--- config.mk ---
export PLATFORM = sky130hd
export DESIGN_NAME = multicycle_sequencer
export DESIGN_NICKNAME = d
export VERILOG_FILES = /design/src/rtl/seq_pkg.sv /design/src/rtl/mem_wait_timer.sv /design/src/rtl/multicycle_sequencer.sv
export SDC_FILE = /design/constraint.sdc
export NUM_CORES = 1
export LEC_CHECK = 0
export CORE_ASPECT_RATIO = 0.6
export CORE_MARGIN = 1.5
export CORE_UTILIZATION = 35
export CTS_CLUSTER_SIZE = 24
export DETAILED_ROUTE_END_ITERATION = 8
export DONT_BUFFER_PORTS = 1
export HOLD_SLACK_MARGIN = 0.08
export PLACE_DENSITY = 0.49
export SYNTH_ARGS = -nofsm -noshare
export SYNTH_HDL_FRONTEND = slang
export SYNTH_SLANG_ARGS = --single-unit
--- constraint.sdc ---
create_clock -name clock -period 2 [get_ports clock]
set_input_delay 0.2 -clock clock [delete_from_list [all_inputs] [get_ports clock]]
set_output_delay 0.2 -clock clock [all_outputs]
set_load 0.01 [all_outputs]
--- src/rtl/seq_pkg.sv ---
// Shared types for the multicycle sequencer: FSM state encoding and width.
// Latency: n/a (types only).
// Backpressure: n/a.
package seq_pkg;

  localparam int STATE_W = 3;

  typedef enum logic [STATE_W-1:0] {
    ST_IF   = 3'd0,
    ST_ID   = 3'd1,
    ST_EX   = 3'd2,
    ST_MEM  = 3'd3,
    ST_WB   = 3'd4,
    ST_HALT = 3'd5
  } state_t;

endpackage

--- src/rtl/mem_wait_timer.sv ---
// Counts MEM wait cycles after the request pulse and flags a timeout.
// Latency: timeout rises on the MEM_TIMEOUT-th cycle after start with no ready.
// Backpressure: none; inert (timeout stuck low) when MEM_TIMEOUT is 0.
module mem_wait_timer #(
  parameter int MEM_TIMEOUT = 255
) (
  input  logic clock,
  input  logic reset,
  input  logic start,
  input  logic ready,
  output logic timeout
);

  localparam int CW = (MEM_TIMEOUT > 0) ? $clog2(MEM_TIMEOUT + 1) : 1;
  localparam bit ENABLED = (MEM_TIMEOUT > 0);

  logic          running;
  logic [CW-1:0] count;

  // Start a wait window when the pulse goes out without an immediate ready;
  // count each further MEM cycle until ready or timeout ends the window.
  always_ff @(posedge clock) begin
    if (!reset) begin
      running <= 1'b0;
      count   <= '0;
    end else if (running) begin
      if (ready || timeout) begin
        running <= 1'b0;
        count   <= '0;
      end else begin
        count <= count + CW'(1);
      end
    end else if (start && !ready && ENABLED) begin
      running <= 1'b1;
      count   <= CW'(1);
    end
  end

  assign timeout = ENABLED && running && (count == CW'(MEM_TIMEOUT));

endmodule

--- src/rtl/multicycle_sequencer.sv ---
// Multicycle MIPS control sequencer: IF/ID/EX/MEM/WB with one-cycle enables.
// Latency: 5 cycles per instruction (4 for non-memory ops with SEQ_SKIP_MEM_EN)
// plus MEM wait cycles; stalls in MEM until mem_ready or MEM_TIMEOUT expires.
module multicycle_sequencer
  import seq_pkg::*;
#(
  parameter int MEM_TIMEOUT = 255,
  parameter int RETIRE_W    = 32
) (
  input  logic                clock,
  input  logic                reset,
  input  logic                run,
  input  logic                dec_load,
  input  logic                dec_store,
  input  logic                dec_regwrite,
  input  logic                mem_ready,
  output logic [STATE_W-1:0]  state_out,
  output logic                ir_we,
  output logic                pc_we,
  output logic                rf_we,
  output logic                mem_re,
  output logic                mem_we,
  output logic                halted,
  output logic                mem_err,
  output logic [RETIRE_W-1:0] retired
);

  state_t state_q, state_d;
  logic   ld_q, st_q, rw_q;
  logic   ab_q;      // current access was aborted by timeout
  logic   wait_q;    // in MEM beyond its first cycle
  logic   access;
  logic   first_mem;
  logic   timeout;
  logic   set_err;
  logic   ir_c, pc_c, rf_c, re_c, we_c, halt_c;

  assign access    = ld_q | st_q;
  assign first_mem = (state_q == ST_MEM) && !wait_q;

  mem_wait_timer #(.MEM_TIMEOUT(MEM_TIMEOUT)) u_timer (
    .clock   (clock),
    .reset   (reset),
    .start   (first_mem && access),
    .ready   (mem_ready),
    .timeout (timeout)
  );

  // Next-state and raw strobe decode; ready beats timeout in the same cycle.
  always_comb begin
    state_d = state_q;
    set_err = 1'b0;
    ir_c    = 1'b0;
    pc_c    = 1'b0;
    rf_c    = 1'b0;
    re_c    = 1'b0;
    we_c    = 1'b0;
    halt_c  = 1'b0;
    case (state_q)
      ST_IF: begin
        ir_c    = 1'b1;
        state_d = ST_ID;
      end
      ST_ID: state_d = ST_EX;
      ST_EX: begin
`ifdef SEQ_SKIP_MEM_EN
        state_d = access ? ST_MEM : ST_WB;
`else
        state_d = ST_MEM;
`endif
      end
      ST_MEM: begin
        if (!access) begin
          state_d = ST_WB;
        end else begin
          re_c = first_mem & ld_q;
          we_c = first_mem & st_q;
          if (mem_ready) begin
            state_d = ST_WB;
          end else if (timeout) begin
            state_d = ST_WB;
            set_err = 1'b1;
          end
        end
      end
      ST_WB: begin
        pc_c    = 1'b1;
        rf_c    = rw_q & ~(ab_q & ld_q);
        state_d = run ? ST_IF : ST_HALT;
      end
      ST_HALT: begin
        halt_c = 1'b1;
        if (run) state_d = ST_IF;
      end
      default: state_d = ST_IF;
    endcase
  end

  // State register, decode latches, abort/error flags and retire counter.
  always_ff @(posedge clock) begin
    if (!reset) begin
      state_q <= ST_IF;
      ld_q    <= 1'b0;
      st_q    <= 1'b0;
      rw_q    <= 1'b0;
      ab_q    <= 1'b0;
      wait_q  <= 1'b0;
      mem_err <= 1'b0;
      retired <= '0;
    end else begin
      state_q <= state_d;
      wait_q  <= (state_q == ST_MEM) && (state_d == ST_MEM);
      if (state_q == ST_ID) begin
        ld_q <= dec_load;
        st_q <= dec_store;
        rw_q <= dec_regwrite;
        ab_q <= 1'b0;
      end else if (set_err) begin
        ab_q <= 1'b1;
      end
      if (set_err) mem_err <= 1'b1;
      if (state_q == ST_WB) retired <= retired + RETIRE_W'(1);
    end
  end

  // Strobes are gated by reset so a reset mid-access kills them immediately.
  assign state_out = reset ? state_q : ST_IF;
  assign ir_we     = reset & ir_c;
  assign pc_we     = reset & pc_c;
  assign rf_we     = reset & rf_c;
  assign mem_re    = reset & re_c;
  assign mem_we    = reset & we_c;
  assign halted    = reset & halt_c;

endmodule

# Yosys cells after proc, flatten, opt, wreduce, memory -nomap -nowiden
# Cells that the tools add are included.
# W data, S select, Z words.
# word_totals
output_inout_bits,42
in_bits,7
register_bits,50
wordCells,68
# op_classes
reduce_logical,11
addsub,2
muxes,25
n_bitwise,13
eq_ne,7
# ops
op,n
$add A32 B1 Y32 const B,1
$mux W8,3
$mux W3,6
$pmux W3 S6,1
$mux W1,15
$and A1 B1 Y1,10
$eq A3 B2 Y1 const B,3
$add A8 B1 Y8 const B,1
$eq A8 B8 Y1 const B,1
$eq A3 B3 Y1 const B,2
$logic_and A1 B1 Y1,5
$eq A3 B1 Y1 const B,1
$logic_not A3 Y1,1
$logic_not A1 Y1,2
$not A1 Y1,2
$reduce_bool A2 Y1,1
$reduce_or A2 Y1,1
$logic_or A1 B1 Y1,1
$or A1 B1 Y1,1

# Longest topological paths before layout
# depth
depth_word,8
depth_mapped,7
mapped_depth_nobuf,5

# By module
# A second synthesis with hierarchy kept.
# unflattened
cells_unflattened,296
area_unflattened_um2,2479.9
# modules_own_cells
mod,n_inst,area_per_inst_um2,seq_area_each_um2,cells_each
multicycle_sequencer,1,2014.4,820.8,244
mem_wait_timer,1,465.4,180.2,52

# Least setup slack after synthesis
# Ideal clock, no wire load.
# synth_path
kind,register -> register
from,register u_timer.count[0]
to,register u_timer.count[5]
t_required_ns,1.909
path_stages_with_launch,6
slack_ns,0.275
setup_time_ns,0.091
t_arrival_ns,1.634
path_buffers,0
synth_period_minus_slack_ns,1.725
cell_sequence,dfxtp_1 ha_1 and4_1 a211oi_1 a21oi_1 a311oi_1
# synth_via
elab_chain_cells,5
word_cells_on_any_way,6
classes_between,add/sub (1); eq/ne (1); mux (2); reduce/logical (2)
# synth_rtl
element,line,rtl
"start, declared",mem_wait_timer.sv:18,logic [CW-1:0] count;
"start signal, assigned",mem_wait_timer.sv:31,count <= count + CW'(1);
branches (longest 3 deep; another with $add A8 B1 Y8),--,
$mux W8 (*),mem_wait_timer.sv:27,if (ready || timeout) begin
$mux W8 (*),mem_wait_timer.sv:26,end else if (running) begin
# Mark *: on every way between the ends.
# A chain may end at the register's enable or synchronous reset.

# Worst setup path after layout
# layout_path
from,register retired[18]
to,register retired[30]
# layout_via
elab_chain_cells,1
# layout_rtl
element,line,rtl
"start, declared",multicycle_sequencer.sv:25,output logic [RETIRE_W-1:0] retired
"start signal, assigned",multicycle_sequencer.sv:122,if (state_q == ST_WB) retired <= retired + RETIRE_W'(1);
$add A32 B1 Y32,multicycle_sequencer.sv:122,
# Every way passes these cells.

==> reports/qor.csv <==
metric;value;unit
Total GRT Usage;17.7;%
top-area cell type share of the netlist area;39.9;%
CTS root buffer;clkbuf_16;
min Tclk post-route;1.80;ns
Least-Margin Pin Slew;0.677;ns
# port buffers;0;
number of global-route vias before repair;1980;
yosys warns;0;
Worst EP required;2.22;ns
nets;322;
CTS max path bufs;2;
Highest Clock Rate;0.555;GHz
Final setup viols;0;
Hold Crit Class;in2reg;
die area;7700;µm²
Startpoint Class;register;
Area growth syn-to-layout;16.8;%
TritonCTS Buffers;5;
core area;6790;µm²
top_reg_cell synth;dfxtp_1;
fraction of registers with async set/reset;0;%
Iter 0 DRT Violations;111;
gr ovfl total;0;
post-synthesis cell count;294;
kind of critical path;reg2reg;
sequential-to-total area share from yosys stat;39.9;%
syn_nets;303;
XOR/XNOR share of the synthesized area;3.49;%
Post-synth EDFFs;0;
# rows;23;
Syn Area/Cell;8.54;µm²
most area-hungry cell type in the Yosys netlist;dfxtp_1;
layout cells sized above 1;13.1;%
pin count of the biggest net entering global routing;24;
most frequent cells after synthesis;dfxtp_1, a21oi_1, nand2_1, nor2_1;
post-synthesis simple-gate area fraction;31.9;%
status;finished clean;
CTS H-Tree Depth;2;
Post-Synth Adder-Cell Area;0.997;%
Synth area leaders;dfxtp_1, o31ai_1, or4_1;
largest family of logic cells by synthesized area;simple AND/OR/NAND/NOR gates;
clock insertion delay at the later pin of the skew report;0.29;ns
Slew Limit Fails;0;
first-pass GRT wire length;10.5;mm
RSZ-0062 raised after global routing;false;
CTS clk-pin slew, worst paths;0.07;ns
Final Hold Vio Count;0;
Avg WL per Cell;16.2;µm
Die Wd;112;µm
fill count;674;
vias;2265;
max_slew headroom;54.8;%
Post-Route WL;6.49;mm
Total Neg Setup Slack;0;ns
crit-path max FO;9;
Distinct cells, synth;45;
CP arrival;2.03;ns
top-count cell post-synth;dfxtp_1;
R2R Setup Slk;0.20;ns
DRT antenna net count;0;
DRC;0;
TritonCTS clock tree;built;
mux contribution to synthesized area;1.99;%
num ports;49;
Max Cap Viol;0;
initial antenna violation count;0;
Initial Utilization;37.0;%
Finished Layout Cells;401;
post-DR vias/cell;5.65;
dpl cells;388;
first drt pass iteration count;6;
Die Height;68.6;µm
Synth Area in Compound Gates;16.8;%
peak supply drop;0.000310;V
worst clock skew;0.00599;ns
final core occ;43.2;%
total power;2100;µW
ANT cells;0;
GP Congestion;0.715;
CP Capture Type;register;
HPWL Detailed;4.68;mm
Clock Sinks;50;
leak pwr;0.00103;µW
fin crit share;90.2;%
PwrDens;717;nW/µm²
number of synthesized register bits;50;
Post-Synthesis Cell Area;2510;µm²
## cell usage in the layout, fill, tap and decap left out, types with 10 or more instances in the layout
cell type / Yosys / final
nand4_1: 15 / 15
buf_4: 2 / 27
o31ai_1: 16 / 16
or4_1: 16 / 16
a21oi_1: 23 / 23
nor2_1: 20 / 20
o21ai_0: 11 / 11
nand2_1: 22 / 22
nand3_1: 13 / 13
dfxtp_1: 50 / 50
xor2_1: 10 / 10
## layer usage
metal / global-route usage (%) / vias to the layer above / routed length (µm)
met1: 27.2 / 1051 / 3650
met3: 6.12 / 8 / 463
li1: - / 1153 / -
met4: 6.01 / 0 / 67
met2: 21.8 / 53 / 2310
met5: 0 / - / 0
## repair_timing
| action | CTS | global route |
|---|---|---|
| endpoints found under the hold margin | 14 | 0 |
| endpoints found under the setup margin | 0 | 3 |
| setup buffers | 0 | 0 |
| hold buffers | 5 | 0 |
| resized for setup | 0 | 1 |
## final cells by class
cell class              count  area [µm²]  share of cell area [%]
flip-flops and latches     50        1000                    34.1
repair buffers             32         253                    8.62
multi-input cells         219        1390                    47.3
inverters                   5        18.8                   0.640
clock buffers               5         125                    4.27
clock inverters             3        40.0                    1.37
well taps                  87         109                    3.71
## worst max-delay path, stage by stage (launching register included)
cell and delay (ns):
dfxtp_1 0.47, and4_1 0.34, nand4_2 0.23, or4_1 0.55, a21oi_1 0.14
## metrics by stage
| stage | area (µm²) | hold WS (ns) | worst slack [ns] |
|---|---|---|---|
| 6_report | 2930 | 0.0904 | 0.197 |
| 3_5_place_dp | 2720 | 0.323 | 0.178 |
| 2_1_floorplan | 2510 | 0.347 | 0.275 |
| 3_3_place_gp | 2720 | 0.320 | 0.189 |
| 4_1_cts | 2930 | 0.0806 | 0.166 |
| 5_1_grt | 2930 | 0.0821 | 0.0316 |
## state kept, by name, summed over array words and instances (netlist names)
register	count
ab_q	1
u_timer.running	1
ld_q	1
wait_q	1
u_timer.count	8
retired	32
mem_err	1
state_q	3
st_q	1
rw_q	1
## report_power, final
| group | internal, µW | total (µW) | switching (µW) |
|---|---|---|---|
| sequential | 1010 | 1020 | 8.95 |
| combinational | 46.3 | 117 | 70.2 |
| clock | 586 | 969 | 383 |
## cell families after synthesis
kind of cell    count (synthesis)
mux                             5
xor+xnor                       10
fa+ha+maj                       2
buf+inv                        25
simple gates                  137
compound gates                 65
flops                          50
## worst paths after layout
check,start,end,cells past startpoint
setup / recovery,retired[18]$_SDFFE_PN0N_,retired[30]$_SDFFE_PN0N_,4
hold / removal,mem_ready,u_timer.count[0]$_SDFFE_PN0P_,2
setup reg to reg,retired[18]$_SDFFE_PN0N_,retired[30]$_SDFFE_PN0N_,4
hold reg to reg,ab_q$_SDFFE_PP0P_,ab_q$_SDFFE_PP0P_,1
No activity file was read; power rests on OpenSTA's default activity.
